--- src/rtl/odd_pkg.sv ---
// odd_pkg: shared sample width, default accept range and the odd-in-range qualifier
// Contents: SAMPLE_W, sample_t, LO_DEF/HI_DEF, is_odd_in_range(value, lo, hi)
package odd_pkg;
  localparam int SAMPLE_W = 7;
  typedef logic [SAMPLE_W-1:0] sample_t;
  localparam sample_t LO_DEF = 7'd34;
  localparam sample_t HI_DEF = 7'd65;
  function automatic logic is_odd_in_range(sample_t value, sample_t lo, sample_t hi);
    return value[0] && value >= lo && value <= hi;
  endfunction
endpackage

--- src/rtl/odd_sample_buffer_if.sv ---
// odd_sample_buffer_if: sample input stream plus valid/ready output port
// Signals: in_valid, in_data (producer -> buffer); out_valid, out_data, out_ready (buffer <-> consumer)
// Modports: master drives samples and out_ready, slave is the buffer
interface odd_sample_buffer_if;
  import odd_pkg::*;
  logic in_valid;
  sample_t in_data;
  logic out_valid;
  logic out_ready;
  sample_t out_data;
  modport master(output in_valid, in_data, out_ready, input out_valid, out_data);
  modport slave(input in_valid, in_data, out_ready, output out_valid, out_data);
endinterface

--- src/rtl/odd_fifo.sv ---
// odd_fifo: synchronous first-word-fall-through FIFO with wrap-bit pointers
// Ports: clk, rst (sync, active-high), push/wdata in, pop in, rdata out (0 when empty), full, empty
// Caller must not push when full without a same-cycle pop, nor pop when empty.
module odd_fifo #(
  parameter int DEPTH = 8,
  parameter int W = 7
) (
  input  logic         clk,
  input  logic         rst,
  input  logic         push,
  input  logic         pop,
  input  logic [W-1:0] wdata,
  output logic [W-1:0] rdata,
  output logic         full,
  output logic         empty
);
  localparam int AW = $clog2(DEPTH);
  logic [W-1:0] mem [DEPTH];
  logic [AW:0] wptr, rptr;
  assign empty = wptr == rptr;
  assign full = wptr[AW] != rptr[AW] && wptr[AW-1:0] == rptr[AW-1:0];
  assign rdata = empty ? '0 : mem[rptr[AW-1:0]];
  always_ff @(posedge clk) begin
    if (rst) begin
      wptr <= '0;
      rptr <= '0;
    end else begin
      if (push) wptr <= wptr + (AW+1)'(1);
      if (pop) rptr <= rptr + (AW+1)'(1);
    end
  end
  always_ff @(posedge clk) if (push) mem[wptr[AW-1:0]] <= wdata;
endmodule

--- src/rtl/odd_sample_buffer.sv ---
// odd_sample_buffer: qualifies odd in-range samples, queues them in a FWFT FIFO, keeps quality stats
// Ports: clk, rst (sync, active-high), bus (odd_sample_buffer_if.slave),
//        acc_cnt/rej_cnt/drop_cnt (saturating), drop_flag (sticky), min_val/max_val of accepted samples
// Build option: ODD_BUF_STATS_EN builds counters and min/max; otherwise those outputs are tied to 0.
module odd_sample_buffer import odd_pkg::*; #(
  parameter sample_t LO = LO_DEF,
  parameter sample_t HI = HI_DEF,
  parameter int DEPTH = 8,
  parameter int CNT_W = 16
) (
  input  logic             clk,
  input  logic             rst,
  odd_sample_buffer_if.slave bus,
  output logic [CNT_W-1:0] acc_cnt,
  output logic [CNT_W-1:0] rej_cnt,
  output logic [CNT_W-1:0] drop_cnt,
  output logic             drop_flag,
  output sample_t          min_val,
  output sample_t          max_val
);
  logic qual, push, pop, full, empty, drop;
  sample_t head;
  assign qual = bus.in_valid && is_odd_in_range(bus.in_data, LO, HI);
  // out_valid comes from registered pointers only, so pop never loops back into out_valid
  assign pop = !empty && bus.out_ready;
  assign push = qual && (!full || pop);
  assign drop = qual && full && !pop;
  assign bus.out_valid = !empty;
  assign bus.out_data = head;
  odd_fifo #(.DEPTH(DEPTH), .W(SAMPLE_W)) u_fifo (
    .clk(clk),
    .rst(rst),
    .push(push),
    .pop(pop),
    .wdata(bus.in_data),
    .rdata(head),
    .full(full),
    .empty(empty)
  );
  always_ff @(posedge clk) begin
    if (rst) drop_flag <= 1'b0;
    else if (drop) drop_flag <= 1'b1;
  end
`ifdef ODD_BUF_STATS_EN
  always_ff @(posedge clk) begin
    if (rst) begin
      acc_cnt <= '0;
      rej_cnt <= '0;
      drop_cnt <= '0;
      min_val <= '1;
      max_val <= '0;
    end else begin
      if (push && !(&acc_cnt)) acc_cnt <= acc_cnt + CNT_W'(1);
      if (bus.in_valid && !qual && !(&rej_cnt)) rej_cnt <= rej_cnt + CNT_W'(1);
      if (drop && !(&drop_cnt)) drop_cnt <= drop_cnt + CNT_W'(1);
      if (push) begin
        min_val <= bus.in_data < min_val ? bus.in_data : min_val;
        max_val <= bus.in_data > max_val ? bus.in_data : max_val;
      end
    end
  end
`else
  assign acc_cnt = '0;
  assign rej_cnt = '0;
  assign drop_cnt = '0;
  assign min_val = '0;
  assign max_val = '0;
`endif
endmodule

--- src/flat_wrapper.sv ---
// flat-port wrapper written by rule: the top's interface ports become plain ports
module odd_sample_buffer_flat import odd_pkg::*;
#(
  parameter sample_t LO = LO_DEF,
  parameter sample_t HI = HI_DEF,
  parameter int DEPTH = 8,
  parameter int CNT_W = 16
)
  (clk, rst, acc_cnt, rej_cnt, drop_cnt, drop_flag, min_val, max_val, bus_in_valid, bus_in_data, bus_out_ready, bus_out_valid, bus_out_data);
  odd_sample_buffer_if bus_i ();
  input  logic clk;
  input  logic rst;
  output logic [CNT_W-1:0] acc_cnt;
  output logic [CNT_W-1:0] rej_cnt;
  output logic [CNT_W-1:0] drop_cnt;
  output logic drop_flag;
  output sample_t min_val;
  output sample_t max_val;
  input wire logic [$bits(bus_i.in_valid)-1:0] bus_in_valid;
  input wire logic [$bits(bus_i.in_data)-1:0] bus_in_data;
  input wire logic [$bits(bus_i.out_ready)-1:0] bus_out_ready;
  output wire logic [$bits(bus_i.out_valid)-1:0] bus_out_valid;
  output wire logic [$bits(bus_i.out_data)-1:0] bus_out_data;
  assign bus_i.in_valid = bus_in_valid;
  assign bus_i.in_data = bus_in_data;
  assign bus_i.out_ready = bus_out_ready;
  assign bus_out_valid = bus_i.out_valid;
  assign bus_out_data = bus_i.out_data;
  odd_sample_buffer #(.LO(LO), .HI(HI), .DEPTH(DEPTH), .CNT_W(CNT_W)) u_core (.clk(clk), .rst(rst), .bus(bus_i), .acc_cnt(acc_cnt), .rej_cnt(rej_cnt), .drop_cnt(drop_cnt), .drop_flag(drop_flag), .min_val(min_val), .max_val(max_val));
endmodule
--- config.mk ---
export PLATFORM = sky130hd
export DESIGN_NAME = odd_sample_buffer_flat
export DESIGN_NICKNAME = d
export VERILOG_FILES = /design/src/rtl/odd_pkg.sv /design/src/rtl/odd_sample_buffer_if.sv /design/src/rtl/odd_fifo.sv /design/src/rtl/odd_sample_buffer.sv /design/src/flat_wrapper.sv
export SDC_FILE = /design/constraint.sdc
export NUM_CORES = 1
export LEC_CHECK = 0
export ABC_CLOCK_PERIOD_IN_PS = 2900
export BUFFER_PORTS_ARGS = -buffer_cell sky130_fd_sc_hd__buf_2
export CAP_MARGIN = 5
export CORE_MARGIN = 2
export CORE_UTILIZATION = 28
export DETAILED_ROUTE_END_ITERATION = 12
export PLACE_DENSITY = 0.53
export SLEW_MARGIN = 20
export SYNTH_ARGS = -nofsm -noshare
export SYNTH_HDL_FRONTEND = slang
export SYNTH_HIERARCHICAL = 1
export SYNTH_SLANG_ARGS = --single-unit
--- constraint.sdc ---
create_clock -name clk -period 2.9 [get_ports clk]
set_input_delay 0.29 -clock clk [delete_from_list [all_inputs] [get_ports clk]]
set_output_delay 0.29 -clock clk [all_outputs]
set_load 0.005 [all_outputs]
==> impl_metrics.py <==
metrics = {
    "power_and_ir_drop": {
        "cellPowerDensity_mw_per_mm2": 624,
        "leakage_nw": 1.34,
        "irDropWorstVdd_mv": 0.309,
    },
    "timing": {
        "hold_viol": 0,
        "finalMaxSlewViolations": 0,
        "fin_tns_setup_ns": 0,
        "final.min_clock_period_ns": 2.55,
        "fin_crit_sh": 0.878,
        "fin_skew_ns": 0.00551,
        "fin_ws_ns": 0.354,
        "holdWs_ns": 0.272,
        "timing.fmax_mhz": 393,
        "rsz0062_at_grt": "no",
        "slew_headroom": 0.634,
        "worst_pin_slew_ns": 0.548,
        "setup_violations": 0,
    },
    "synth": {
        "synth_edf_count": 56,
        "synth-async-reset-ratio": 0,
        "yosysWarnings": 6,
        "synth_top_area_share": 0.515,
        "synthCells": 247,
        "seq_area_frac_synth": 0.588,
        "syn_area_mm2": 0.00327,
        "synth.distinct_cells": 31,
        "avgSynthCellArea_um2": 13.2,
        "ys_ff_latch": 68,
        "synth.area.top_cells": "edfxtp_1 51%, buf_4 14%, mux2i_1 9.5%",
        "synth_top_area_cell": "edfxtp_1",
        "synth_flop_cell": "edfxtp_1",
    },
    "clock_network": {
        "path_clk_slew_ns": 0.05,
        "clock_path_buffers": 2,
        "tritoncts": "built",
        "clock-sinks": 68,
        "clock_latency_ns": 0.33,
        "cts-htree-levels": 3,
        "clockRootBuffer": "clkbuf_16",
        "numCtsBuffers": 9,
    },
    "worst_setup_path": {
        "r2r-start": "u_core/u_fifo/wptr[0]",
        "cp_max_fo": 8,
        "cp.required_ns": 2.93,
        "reg2reg_slack_ns": 0.35,
        "critPathKind": "register to register",
        "r2r-end": "u_core/u_fifo/mem[2][5]",
        "end_kind": "register",
        "worst_setup_path_start_kind": "register",
        "crit_arrival_ns": 2.58,
        "reg2reg_depth": 10,
    },
    "routing": {
        "drtPass1Iterations": 4,
        "detail-route-antenna-nets": 0,
        "wl_per_cell_um": 12.7,
        "wirelength_mm": 5.42,
        "drc": 0,
        "drtIter0Drc": 74,
        "vias": 1698,
        "viasPerCell": 3.99,
    },
    "global_routing": {
        "grt_pass1_wl_mm": 8.56,
        "grt_pass1_vias": 1652,
        "grt.overflow.total": 0,
        "grt.total_usage": 0.0909,
        "grt_max_degree": 29,
        "antenna_found_initial": 0,
    },
    "finish": {
        "diodes": 0,
        "layout.nets": 291,
        "instances_no_fill": 426,
        "area_delta_synth_final_pct": 10.7,
        "drive_gt1_frac": 0.170,
    },
    "place": {
        "dp_slack_ns": 0.319,
        "dp.cells": 410,
        "dp.final_hpwl_mm": 3.86,
        "port_buffers": 19,
        "gp_congestion": 0.755,
    },
    "worst_hold_path": {
        "hp-class": "input pin to register",
        "holdPathEnd": "u_core/drop_flag",
        "holdPathStages": 3,
        "hp-start": "bus_in_valid",
    },
    "job": {
        "max_cap_violations": 0,
    },
    "floorplanning": {
        "core_area_mm2": 0.0114,
        "rows": 39,
        "die_area_mm2": 0.0126,
        "io_pins": 82,
        "initial_core_util": 0.286,
        "die_w_um": 112,
        "die_h_um": 112,
    },
    "status": {
        "status": "finished, final reports clean",
    },
}
## cell families after synthesis
logic type | count (synthesis) | synth area share
other | 1 | 0.00115
multiplexers | 31 | 0.0949
AO/OA/AOI/OAI | 17 | 0.0402
buffers and inverters | 72 | 0.165
flip-flops | 68 | 0.588
AND/OR/NAND/NOR | 47 | 0.0785
XOR/XNOR | 9 | 0.0241
adder cells (fa/ha/maj) | 2 | 0.00766
## repair_timing
action / CTS / global route
setup endpoints to repair: 0 / 7
hold buffers: 0 / 0
gates resized for setup: 0 / 1
endpoints found under the hold margin: 0 / 0
buffers inserted: 0 / 0
## sequential cells by signal, indices dropped and copies added (netlist names), named ones only
name                cells
u_core/drop_flag        1
u_core/u_fifo/mem      56
u_core/u_fifo/rptr      4
u_core/u_fifo/wptr      4
## cell usage in the layout, fill, tap and decap left out, types with 2 or more instances in the layout
cell type / n
dfxtp_1: 12
buf_4: 10
nand2b_1: 5
conb_1: 62
buf_2: 19
clkinv_4: 2
nand2_1: 4
nor2b_1: 5
inv_1: 2
clkbuf_16: 9
xnor2_1: 6
ha_1: 2
xor2_1: 3
edfxtp_1: 56
a22oi_1: 14
nand4_1: 2
clkinv_2: 2
and3_1: 7
nor2_1: 16
mux2i_1: 31
## layout make-up
type / count / area (um2)
well taps: 143 / 179
multi-input cells: 168 / 1050
repair buffers: 29 / 170
clock buffers: 10 / 229
fillers: 1120 / 7800
clock inverters: 6 / 65.1
flip-flops and latches: 68 / 1920
inverters: 2 / 7.51
## metal layers
layer / vias to the layer above / routed length (um) / part of all wire / track usage
met4: 0 / 60 / 0.011 / 0.0309
met2: 89 / 2480 / 0.46 / 0.142
li1: 813 / - / - / -
met5: - / 0 / 0 / 0
met1: 790 / 2390 / 0.44 / 0.109
met3: 6 / 482 / 0.089 / 0.0475
## power breakdown
part	leakage, nW	switching (mW)	internal, mW
registers	0.601	0.00479	1.06
logic	0.594	0.0885	0.0520
clock network	0.142	0.387	0.664
## metrics by stage
| step | instance area (um2) | util | total power, mW |
|---|---|---|---|
| 3_3_place_gp | 3320 | 0.291 | 1.23 |
| 5_1_grt | 3620 | 0.317 | 2.35 |
| 3_5_place_dp | 3320 | 0.291 | 1.23 |
| 4_1_cts | 3610 | 0.316 | 2.29 |
| 2_1_floorplan | 3500 | - | 1.25 |
| 6_report | 3620 | 0.317 | 2.26 |
## critical path: stages (launching register included)
cell,delay (ns)
dfxtp_1,0.52
xnor2_1,0.14
nand4_1,0.26
inv_1,0.10
nor2b_1,0.16
nand2b_1,0.16
nor3b_1,0.27
buf_4,0.20
nand2_2,0.10
nor3_1,0.16
buf_4,0.19
## Yosys cell counts (2+ instances only)
cell type	count
buf_2	2
nand4_1	2
inv_1	2
and3_1	7
ha_1	2
clkbuf_1	3
xor2_1	3
nand2b_1	5
xnor2_1	6
buf_4	62
nor2_1	16
mux2i_1	31
edfxtp_1	56
a22oi_1	14
nand2_1	4
nor3_1	2
dfxtp_1	12
nor2b_1	5
## how the worst max path moves through the flow
stage / start / to / slack (ns) / cells past startpoint
finish: u_core/u_fifo/wptr[0] / u_core/u_fifo/mem[2][5] / 0.35 / 10
global route: u_core/u_fifo/wptr[0] / u_core/u_fifo/mem[2][5] / 0.05 / 10
CTS: u_core/u_fifo/wptr[0] / u_core/u_fifo/mem[0][5] / 0.30 / 8
detailed placement: u_core/u_fifo/wptr[0] / u_core/u_fifo/mem[0][1] / 0.32 / 8
global placement: u_core/u_fifo/wptr[0] / u_core/u_fifo/mem[0][3] / 0.45 / 8
floorplan: u_core/u_fifo/wptr[0] / u_core/u_fifo/mem[2][0] / 0.02 / 9
Power figures use the tool's default switching activity.
